## config.mk

```make
export PLATFORM = sky130hd
export DESIGN_NAME = multicycle_ctrl
export DESIGN_NICKNAME = d
export VERILOG_FILES = /design/src/rtl/ctrl_pkg.sv /design/src/rtl/multicycle_ctrl_outdec.sv /design/src/rtl/multicycle_ctrl.sv
export SDC_FILE = /design/constraint.sdc
export NUM_CORES = 1
export LEC_CHECK = 0
export ABC_AREA = 1
export BUFFER_PORTS_ARGS = -buffer_cell sky130_fd_sc_hd__clkbuf_2
export CAP_MARGIN = 40
export CORE_AREA = 2 2 105 107
export CTS_CLUSTER_SIZE = 40
export DETAILED_ROUTE_END_ITERATION = 8
export DIE_AREA = 0 0 107 109
export HOLD_SLACK_MARGIN = 0.1
export SLEW_MARGIN = 20
export SYNTH_ARGS = -nofsm -noshare
export SYNTH_HDL_FRONTEND = slang
export SYNTH_SLANG_ARGS = --single-unit
export TNS_END_PERCENT = 100
```

## constraint.sdc

```tcl
create_clock -name clk_i -period 2.2 [get_ports clk_i]
set_input_delay 0.11 -clock clk_i [delete_from_list [all_inputs] [get_ports clk_i]]
set_output_delay 0.11 -clock clk_i [all_outputs]
set_load 0.1 [all_outputs]
```

## src/rtl/ctrl_pkg.sv

```systemverilog
// ctrl_pkg: shared types and encodings for the multicycle RV32I control unit.
// Contents: FSM state enum, RV32I opcode constants, datapath select encodings.
// Macro FSM_ILLEGAL_TRAP_EN adds the ERROR state for illegal opcodes.
package ctrl_pkg;

    localparam int unsigned OPCODE_W  = 7;
    localparam int unsigned SEL_W     = 2;
    localparam int unsigned INSTRET_W = 32;

    typedef enum logic [3:0] {
        S_FETCH,
        S_DECODE,
        S_MEMADR,
        S_MEMREAD,
        S_MEMWB,
        S_MEMWRITE,
        S_EXECUTER,
        S_EXECUTEI,
        S_ALUWB,
        S_BEQ,
`ifdef FSM_ILLEGAL_TRAP_EN
        S_JAL,
        S_ERROR
`else
        S_JAL
`endif
    } state_t;

    // RV32I major opcodes
    localparam logic [OPCODE_W-1:0] OP_LW   = 7'b0000011;
    localparam logic [OPCODE_W-1:0] OP_SW   = 7'b0100011;
    localparam logic [OPCODE_W-1:0] OP_R    = 7'b0110011;
    localparam logic [OPCODE_W-1:0] OP_I    = 7'b0010011;
    localparam logic [OPCODE_W-1:0] OP_BEQ  = 7'b1100011;
    localparam logic [OPCODE_W-1:0] OP_JAL  = 7'b1101111;

    // ALU operand A select
    localparam logic [SEL_W-1:0] SRC_A_PC     = 2'b00;
    localparam logic [SEL_W-1:0] SRC_A_OLDPC  = 2'b01;
    localparam logic [SEL_W-1:0] SRC_A_RS1    = 2'b10;

    // ALU operand B select
    localparam logic [SEL_W-1:0] SRC_B_RS2    = 2'b00;
    localparam logic [SEL_W-1:0] SRC_B_IMM    = 2'b01;
    localparam logic [SEL_W-1:0] SRC_B_FOUR   = 2'b10;

    // Result select
    localparam logic [SEL_W-1:0] RES_ALUOUT   = 2'b00;
    localparam logic [SEL_W-1:0] RES_MEMDATA  = 2'b01;
    localparam logic [SEL_W-1:0] RES_ALURES   = 2'b10;

    // ALU-op class handed to the ALU decoder
    localparam logic [SEL_W-1:0] ALUOP_ADD    = 2'b00;
    localparam logic [SEL_W-1:0] ALUOP_SUB    = 2'b01;
    localparam logic [SEL_W-1:0] ALUOP_FUNCT  = 2'b10;

endpackage

```

## src/rtl/multicycle_ctrl_outdec.sv

```systemverilog
// multicycle_ctrl_outdec: combinational state -> control-word decoder.
// Inputs : state_i (FSM state), mem_ready_i, zero_i
// Outputs: datapath selects, write enables, mem_req_o, pc_write_o
//          (illegal_o only with FSM_ILLEGAL_TRAP_EN)
module multicycle_ctrl_outdec
    import ctrl_pkg::*;
(
    input  state_t           state_i,
    input  logic             mem_ready_i,
    input  logic             zero_i,
    output logic             mem_req_o,
    output logic [SEL_W-1:0] alu_op_o,
    output logic [SEL_W-1:0] alu_src_a_o,
    output logic [SEL_W-1:0] alu_src_b_o,
    output logic [SEL_W-1:0] result_src_o,
    output logic             adr_src_o,
    output logic             ir_write_o,
    output logic             reg_write_o,
    output logic             mem_write_o,
`ifdef FSM_ILLEGAL_TRAP_EN
    output logic             pc_write_o,
    output logic             illegal_o
`else
    output logic             pc_write_o
`endif
);

    logic pc_update;
    logic branch;

    // Moore decode; only FETCH (ir/pc update) and BEQ (pc_write) see inputs
    always_comb begin
        mem_req_o    = 1'b0;
        alu_op_o     = ALUOP_ADD;
        alu_src_a_o  = SRC_A_PC;
        alu_src_b_o  = SRC_B_RS2;
        result_src_o = RES_ALUOUT;
        adr_src_o    = 1'b0;
        ir_write_o   = 1'b0;
        reg_write_o  = 1'b0;
        mem_write_o  = 1'b0;
        pc_update    = 1'b0;
        branch       = 1'b0;
`ifdef FSM_ILLEGAL_TRAP_EN
        illegal_o    = 1'b0;
`endif
        case (state_i)
            S_FETCH: begin
                mem_req_o    = 1'b1;
                alu_src_a_o  = SRC_A_PC;
                alu_src_b_o  = SRC_B_FOUR;
                result_src_o = RES_ALURES;
                alu_op_o     = ALUOP_ADD;
                ir_write_o   = mem_ready_i;
                pc_update    = mem_ready_i;
            end
            S_DECODE: begin
                alu_src_a_o  = SRC_A_OLDPC;
                alu_src_b_o  = SRC_B_IMM;
                alu_op_o     = ALUOP_ADD;
            end
            S_MEMADR: begin
                alu_src_a_o  = SRC_A_RS1;
                alu_src_b_o  = SRC_B_IMM;
                alu_op_o     = ALUOP_ADD;
            end
            S_MEMREAD: begin
                mem_req_o    = 1'b1;
                adr_src_o    = 1'b1;
                result_src_o = RES_ALUOUT;
            end
            S_MEMWB: begin
                result_src_o = RES_MEMDATA;
                reg_write_o  = 1'b1;
            end
            S_MEMWRITE: begin
                mem_req_o    = 1'b1;
                mem_write_o  = 1'b1;
                adr_src_o    = 1'b1;
                result_src_o = RES_ALUOUT;
            end
            S_EXECUTER: begin
                alu_src_a_o  = SRC_A_RS1;
                alu_src_b_o  = SRC_B_RS2;
                alu_op_o     = ALUOP_FUNCT;
            end
            S_EXECUTEI: begin
                alu_src_a_o  = SRC_A_RS1;
                alu_src_b_o  = SRC_B_IMM;
                alu_op_o     = ALUOP_FUNCT;
            end
            S_ALUWB: begin
                result_src_o = RES_ALUOUT;
                reg_write_o  = 1'b1;
            end
            S_BEQ: begin
                alu_src_a_o  = SRC_A_RS1;
                alu_src_b_o  = SRC_B_RS2;
                alu_op_o     = ALUOP_SUB;
                result_src_o = RES_ALUOUT;
                branch       = 1'b1;
            end
            S_JAL: begin
                alu_src_a_o  = SRC_A_OLDPC;
                alu_src_b_o  = SRC_B_FOUR;
                alu_op_o     = ALUOP_ADD;
                result_src_o = RES_ALUOUT;
                pc_update    = 1'b1;
            end
`ifdef FSM_ILLEGAL_TRAP_EN
            S_ERROR: begin
                illegal_o    = 1'b1;
            end
`endif
            default: ;
        endcase
        pc_write_o = pc_update | (branch & zero_i);
    end

endmodule

```

## src/rtl/multicycle_ctrl.sv

```systemverilog
// multicycle_ctrl: main control FSM of the multicycle RV32I core.
// Inputs : clk_i, rst_i (sync, active-high), opcode_i, zero_i, mem_ready_i
// Outputs: mem_req_o, alu_op_o, alu_src_a_o, alu_src_b_o, result_src_o,
//          adr_src_o, ir_write_o, reg_write_o, mem_write_o, pc_write_o,
//          instret_o (retired count), illegal_o (FSM_ILLEGAL_TRAP_EN only)
// Macro FSM_ILLEGAL_TRAP_EN: unknown opcodes trap into ERROR instead of
// retiring as a NOP.
module multicycle_ctrl
    import ctrl_pkg::*;
(
    input  logic                 clk_i,
    input  logic                 rst_i,
    input  logic [OPCODE_W-1:0]  opcode_i,
    input  logic                 zero_i,
    input  logic                 mem_ready_i,
    output logic                 mem_req_o,
    output logic [SEL_W-1:0]     alu_op_o,
    output logic [SEL_W-1:0]     alu_src_a_o,
    output logic [SEL_W-1:0]     alu_src_b_o,
    output logic [SEL_W-1:0]     result_src_o,
    output logic                 adr_src_o,
    output logic                 ir_write_o,
    output logic                 reg_write_o,
    output logic                 mem_write_o,
    output logic                 pc_write_o,
`ifdef FSM_ILLEGAL_TRAP_EN
    output logic [INSTRET_W-1:0] instret_o,
    output logic                 illegal_o
`else
    output logic [INSTRET_W-1:0] instret_o
`endif
);

    state_t               state_q;
    state_t               state_d;
    logic [INSTRET_W-1:0] instret_q;

    // State register
    always_ff @(posedge clk_i) begin
        if (rst_i) begin
            state_q <= S_FETCH;
        end else begin
            state_q <= state_d;
        end
    end

    // Retire counter: every entry into FETCH from another state retires one
    always_ff @(posedge clk_i) begin
        if (rst_i) begin
            instret_q <= '0;
        end else if ((state_d == S_FETCH) && (state_q != S_FETCH)) begin
            instret_q <= instret_q + INSTRET_W'(1);
        end
    end

    assign instret_o = instret_q;

    // Next-state logic; opcode only consulted in DECODE and MEMADR
    always_comb begin
        state_d = state_q;
        case (state_q)
            S_FETCH:    if (mem_ready_i) state_d = S_DECODE;
            S_DECODE: begin
                case (opcode_i)
                    OP_LW, OP_SW: state_d = S_MEMADR;
                    OP_R:         state_d = S_EXECUTER;
                    OP_I:         state_d = S_EXECUTEI;
                    OP_BEQ:       state_d = S_BEQ;
                    OP_JAL:       state_d = S_JAL;
`ifdef FSM_ILLEGAL_TRAP_EN
                    default:      state_d = S_ERROR;
`else
                    default:      state_d = S_FETCH;
`endif
                endcase
            end
            S_MEMADR:   state_d = (opcode_i == OP_LW) ? S_MEMREAD : S_MEMWRITE;
            S_MEMREAD:  if (mem_ready_i) state_d = S_MEMWB;
            S_MEMWRITE: if (mem_ready_i) state_d = S_FETCH;
            S_EXECUTER,
            S_EXECUTEI,
            S_JAL:      state_d = S_ALUWB;
            S_MEMWB,
            S_ALUWB,
            S_BEQ:      state_d = S_FETCH;
`ifdef FSM_ILLEGAL_TRAP_EN
            S_ERROR:    state_d = S_ERROR;
`endif
            default:    state_d = S_FETCH;
        endcase
    end

    multicycle_ctrl_outdec u_outdec (
        .state_i      (state_q),
        .mem_ready_i  (mem_ready_i),
        .zero_i       (zero_i),
        .mem_req_o    (mem_req_o),
        .alu_op_o     (alu_op_o),
        .alu_src_a_o  (alu_src_a_o),
        .alu_src_b_o  (alu_src_b_o),
        .result_src_o (result_src_o),
        .adr_src_o    (adr_src_o),
        .ir_write_o   (ir_write_o),
        .reg_write_o  (reg_write_o),
        .mem_write_o  (mem_write_o),
`ifdef FSM_ILLEGAL_TRAP_EN
        .pc_write_o   (pc_write_o),
        .illegal_o    (illegal_o)
`else
        .pc_write_o   (pc_write_o)
`endif
    );

endmodule

```

Word level (Yosys, flattened, before mapping)
Index checks and enable logic that the tools add are counted.
{ "op_classes": {"add_sub_neg": 1, "eq_ne": 16, "n_mux": 17, "bitwise_logic": 2, "reduce_logical": 14} }
{ "ops": {"columns": ["cell", "n"], "rows": [
  ["adder 32 x 1 -> 32 bit (second input constant)", 1],
  ["one-hot mux 4 bit (6 select lines)", 1],
  ["one-hot mux 4 bit (5 select lines)", 1],
  ["equality test 4 x 3 -> 1 bit (second input constant)", 4],
  ["one-hot mux 2 bit (2 select lines)", 4],
  ["equality test 7 x 6 -> 1 bit (second input constant)", 2],
  ["equality test 7 bit (second input constant)", 2],
  ["equality test 4 bit (second input constant)", 3],
  ["2-to-1 mux 4 bit", 3],
  ["OR reduction 2 bit", 6],
  ["OR reduction 3 bit", 3],
  ["equality test 4 x 2 -> 1 bit (second input constant)", 2],
  ["logical NOT 4 bit", 2],
  ["equality test 7 x 2 -> 1 bit (second input constant)", 1],
  ["equality test 7 x 5 -> 1 bit (second input constant)", 1],
  ["2-to-1 mux 1 bit", 6],
  ["equality test 4 x 1 -> 1 bit (second input constant)", 1],
  ["nonzero test 4 bit", 1],
  ["OR reduction 4 bit", 1],
  ["2-to-1 mux 3 bit", 1],
  ["one-hot mux 1 bit (2 select lines)", 1],
  ["AND 1 bit", 1],
  ["logical AND 1 bit", 1],
  ["bitwise OR 1 bit", 1]
]} }
{ "word_totals": {"register_bits": 36, "in_bits": 11, "output_inout_bits": 46, "wordCells": 52} }

Longest topological paths before layout
{ "depth": {"word_depth": 6, "mapped_depth": 12, "mapped_depth_nobuf": 11} }

By module
A second synthesis with hierarchy kept.
{ "hier_totals": {"hier_cells": 493, "area_unflattened_um2": 2795.2} }
{ "modules_own_cells": {"columns": ["module", "instances", "cells_each", "area_each_um2"], "rows": [
  ["multicycle_ctrl", 1, 457, 2640.0],
  ["multicycle_ctrl_outdec", 1, 36, 155.1]
]} }

Worst setup path after synthesis
No wires, ideal clock.
{ "synth_timing": {"path_kind": "register to output", "from": "reg state_q[1]", "to": "out pc_write_o", "arrival_ns": 2.720, "slack_ns": -0.630, "path_stages_with_launch": 6, "path_buffers": 0, "cell_sequence": "dfxtp_1 > inv_2 > nand2_1 > nor2_1 > nand2_1 > nand3_1"} }
{ "synth_between": {"elab_chain_len": 4, "word_cells_on_any_way": 7, "classes_between": "eq/ne (2); mux (2); bitwise (2); reduce/logical (1)"} }
{ "synth_lines": {"columns": ["element", "line_no", "source"], "rows": [
  ["start, declared", "multicycle_ctrl.sv:34", "state_t state_q;"],
  ["start signal, assigned", "multicycle_ctrl.sv:43", "state_q <= state_d;"],
  ["equality test 4 bit", "multicycle_ctrl_outdec.sv:47", "case (state_i)"],
  ["2-to-1 mux 1 bit", "multicycle_ctrl_outdec.sv:47", null],
  ["AND 1 bit", "multicycle_ctrl_outdec.sv:117", "pc_write_o = pc_update | (branch & zero_i);"],
  ["bitwise OR 1 bit *", "multicycle_ctrl_outdec.sv:117", null],
  ["end, declared", "multicycle_ctrl.sv:25", "output logic pc_write_o,"]
]} }
Every way passes the cells marked *; elsewhere a longest branch is shown, timed or not.

Worst setup path after layout
{ "layout_timing": {"from": "reg instret_q[0], in the netlist instret_o[0]", "to": "reg instret_q[16], in the netlist instret_o[16]"} }
{ "layout_between": {"elab_chain_len": 1} }
{ "layout_lines": {"columns": ["element", "line_no", "source"], "rows": [
  ["start, declared", "multicycle_ctrl.sv:36", "logic [INSTRET_W-1:0] instret_q;"],
  ["start signal, assigned", "multicycle_ctrl.sv:52", "instret_q <= instret_q + INSTRET_W'(1);"],
  ["adder 32 x 1 -> 32 bit", "multicycle_ctrl.sv:52", null]
]} }
Every way passes these cells.
A chain may end at the register's enable or synchronous reset.

==> impl_metrics.yaml <==
status:
  status: "finished clean"
power:
  sw_frac_of_total_pct: 33.57
  p_seq_share_pct: 46.3
  power.density_mw_per_mm2: 466.3
  ir_drop_v: 0.0002097
  internal-power_mw: 0.9553
  p_sw_mw: 0.4828
  power.share.clock_pct: 34.3
  combPwrFrac_pct: 19.4
  p_leak_nw: 1.313
  power_mw: 1.438
critical_path:
  start_kind: "flip-flop"
  required_ps: 2420
  crit_type: "reg -> reg"
  end_kind: "flip-flop"
  crit_fanout: 7
  arrival_ps: 2100
yosys:
  synth_edf_count: 0
  synth.distinct_cells: 20
  synth_compound_area_share_pct: 7.625
  synth_top_cell_area_share_pct: 27.97
  synthTopCellsByArea: "dfxtp_1, nand2_1, nor2_1"
  yosysWarnings: 0
  avgSynthCellArea_sq_um: 5.829
  yosysTopAreaCell: "dfxtp_1"
  syn-cell-area_sq_mm: 0.002576
  synth-simple-area-share_pct: 50.36
  synth_seq_area_share_pct: 27.97
  synth_top_family_by_area: "simple AND/OR/NAND/NOR gates"
  synth-adder-area-share_pct: 0.4857
  synth_xor_area_share_pct: 5.100
  syn_nets: 454
  async_flop_share_pct: 0
  synth_flop_cell: "dfxtp_1"
  ys_ff_latch: 36
  synth_mux_area_share_pct: 0
  postSynthCellCount: 442
timing:
  worst_slew_margin_rel_pct: 63.53
  slew_violations: 0
  fin_worst_skew_ps: 12.61
  finalSetupTns_ps: 0
  min_period_over_period_pct: 85.54
  max_freq_ghz: 0.5314
  rsz0062_at_grt: "false"
  setup_viol: 0
  min_period_ps: 1882
  final-hold-violation-count: 0
  worst-slew-pin-transition_ps: 549.4
clock_network:
  clock_path_buffers: 2
  cts_hold_buffers: 0
  cts_tree: "built"
  cts-htree-levels: 2
  cts_buffers: 5
  cts_setup_buffers: 0
  clk_latency_ps: 290
  clock-sinks: 36
  clk_pin_slew_worst_paths_ps: 80
  post_cts_resized: 0
  clock-root-buffer: "clkbuf_8"
floorplan:
  die_w_microns: 107
  core_area_sq_mm: 0.01060
  num_rows: 38
  initial_core_util_pct: 24.30
  die_y_microns: 109
  die_area_sq_mm: 0.01166
  ios: 57
grt:
  grt_pass1_wl_microns: 12830
  grt_pass1_vias: 2771
  grt_use_total_pct: 13.66
  grt_max_degree: 34
  antenna_found_initial: 0
  grt_remaining_overflow: 0
route:
  drc_errors: 0
  vias: 2847
  firstDrtPassIters: 4
  routed_wl_microns: 7568
  antenna_left: 0
  wl_per_cell_microns: 11.90
  first_iter_violations: 128
  vias_per_cell: 4.476
final_layout:
  mostFrequentLayoutCells: "nand2_1, nor2_1, clkbuf_2"
  final_common_cell: "nand2_1"
  fin_util_pct: 29.09
  drive_above_1_share_pct: 18.35
  antenna_cells: 0
  area_delta_synth_final_pct: 19.72
  nets: 507
placement:
  io_buffer_count: 56
  place_hpwl_microns: 5974
  gp_congestion: 0.8897
job:
  drv_cap: 0
worst_hold_path:
  hp-class: "in -> reg"
-- state kept, by name, indices dropped and copies added, names as in the netlist --
signal,count
instret_o,32
state_q,4
-- synthesized netlist by cell type (2+ instances only) --
cell type / number
nand2_1: 163
nor2_1: 72
nand3_1: 39
dfxtp_1: 36
a21oi_1: 33
inv_1: 30
nand3b_1: 14
xor2_1: 11
buf_4: 9
nor2_2: 9
inv_2: 6
clkbuf_1: 4
xnor2_1: 4
nand2_2: 3
o21ai_0: 3
nor2_4: 2
-- cell type report --
type / instances / area (sq um)
flip-flops and latches: 36 / 723.2
clock inverters: 2 / 10.01
fillers: 1200 / 7518
well taps: 140 / 175.2
inverters: 36 / 135.1
multi-input cells: 357 / 1655
repair buffers: 59 / 302.8
clock buffers: 6 / 82.58
-- power by group through the flow --
stage / Combinational, mW / Clock, mW / Sequential, mW
5_1_grt: 0.299 / 0.537 / 0.668
3_5_place_dp: 0.280 / 0 / 0.682
4_1_cts: 0.280 / 0.510 / 0.667
6_report: 0.279 / 0.493 / 0.666
2_1_floorplan: 0.211 / 0 / 0.706
3_3_place_gp: 0.277 / 0 / 0.682
-- per-layer routing --
| metal | wire [microns] | GRT usage (%) | up-vias |
|---|---|---|---|
| li1 | - | - | 1490 |
| met1 | 3374 | 17.22 | 1296 |
| met2 | 3762 | 24.02 | 53 |
| met3 | 328 | 2.092 | 8 |
| met4 | 102 | 4.174 | 0 |
| met5 | 0 | 0 | - |
-- critical path: stages, from the launching register on --
cell and delay, ps:
dfxtp_2 400, ha_1 330, inv_1 120, nor2_2 240, nand2_1 170, nor2_1 170, xor2_1 160, nand3_1 90
a21oi_1 130
-- metrics by stage --
stage / std cells / hold WS [ps] / worst slack, ps / area [sq um]
global placement: 628 / 498.8 / 349.2 / 2992
finish: 636 / 200.9 / 318.2 / 3084
CTS: 636 / 195.0 / 299.3 / 3084
global route: 636 / 246.1 / 102.3 / 3084
detailed placement: 628 / 496.7 / 326.8 / 2992
floorplan: 442 / 342.9 / 60.09 / 2596
-- path summary, 6_finish.rpt --
| kind | startpoint | end | slack (ps) | cells past startpoint |
|---|---|---|---|---|
| worst max-delay path | instret_o[0] | instret_o[16] | 320 | 8 |
| worst max register to register | instret_o[0] | instret_o[16] | 320 | 8 |
| worst min register to register | instret_o[31] | instret_o[31] | 500 | 2 |
| worst min-delay path | opcode_i[4] | state_q[3] | 200 | 4 |
-- logic make-up (layout without fill, tap and decap cells) --
family,Yosys count,count (layout)
xor gates and xnor gates,15,15
AOI/OAI and AO/OA,38,38
adders and majority gates,1,1
buffers and inverters,49,103
and+or+nand+nor,303,303
DFF,36,36
No activity file was read; power rests on OpenSTA's default activity.
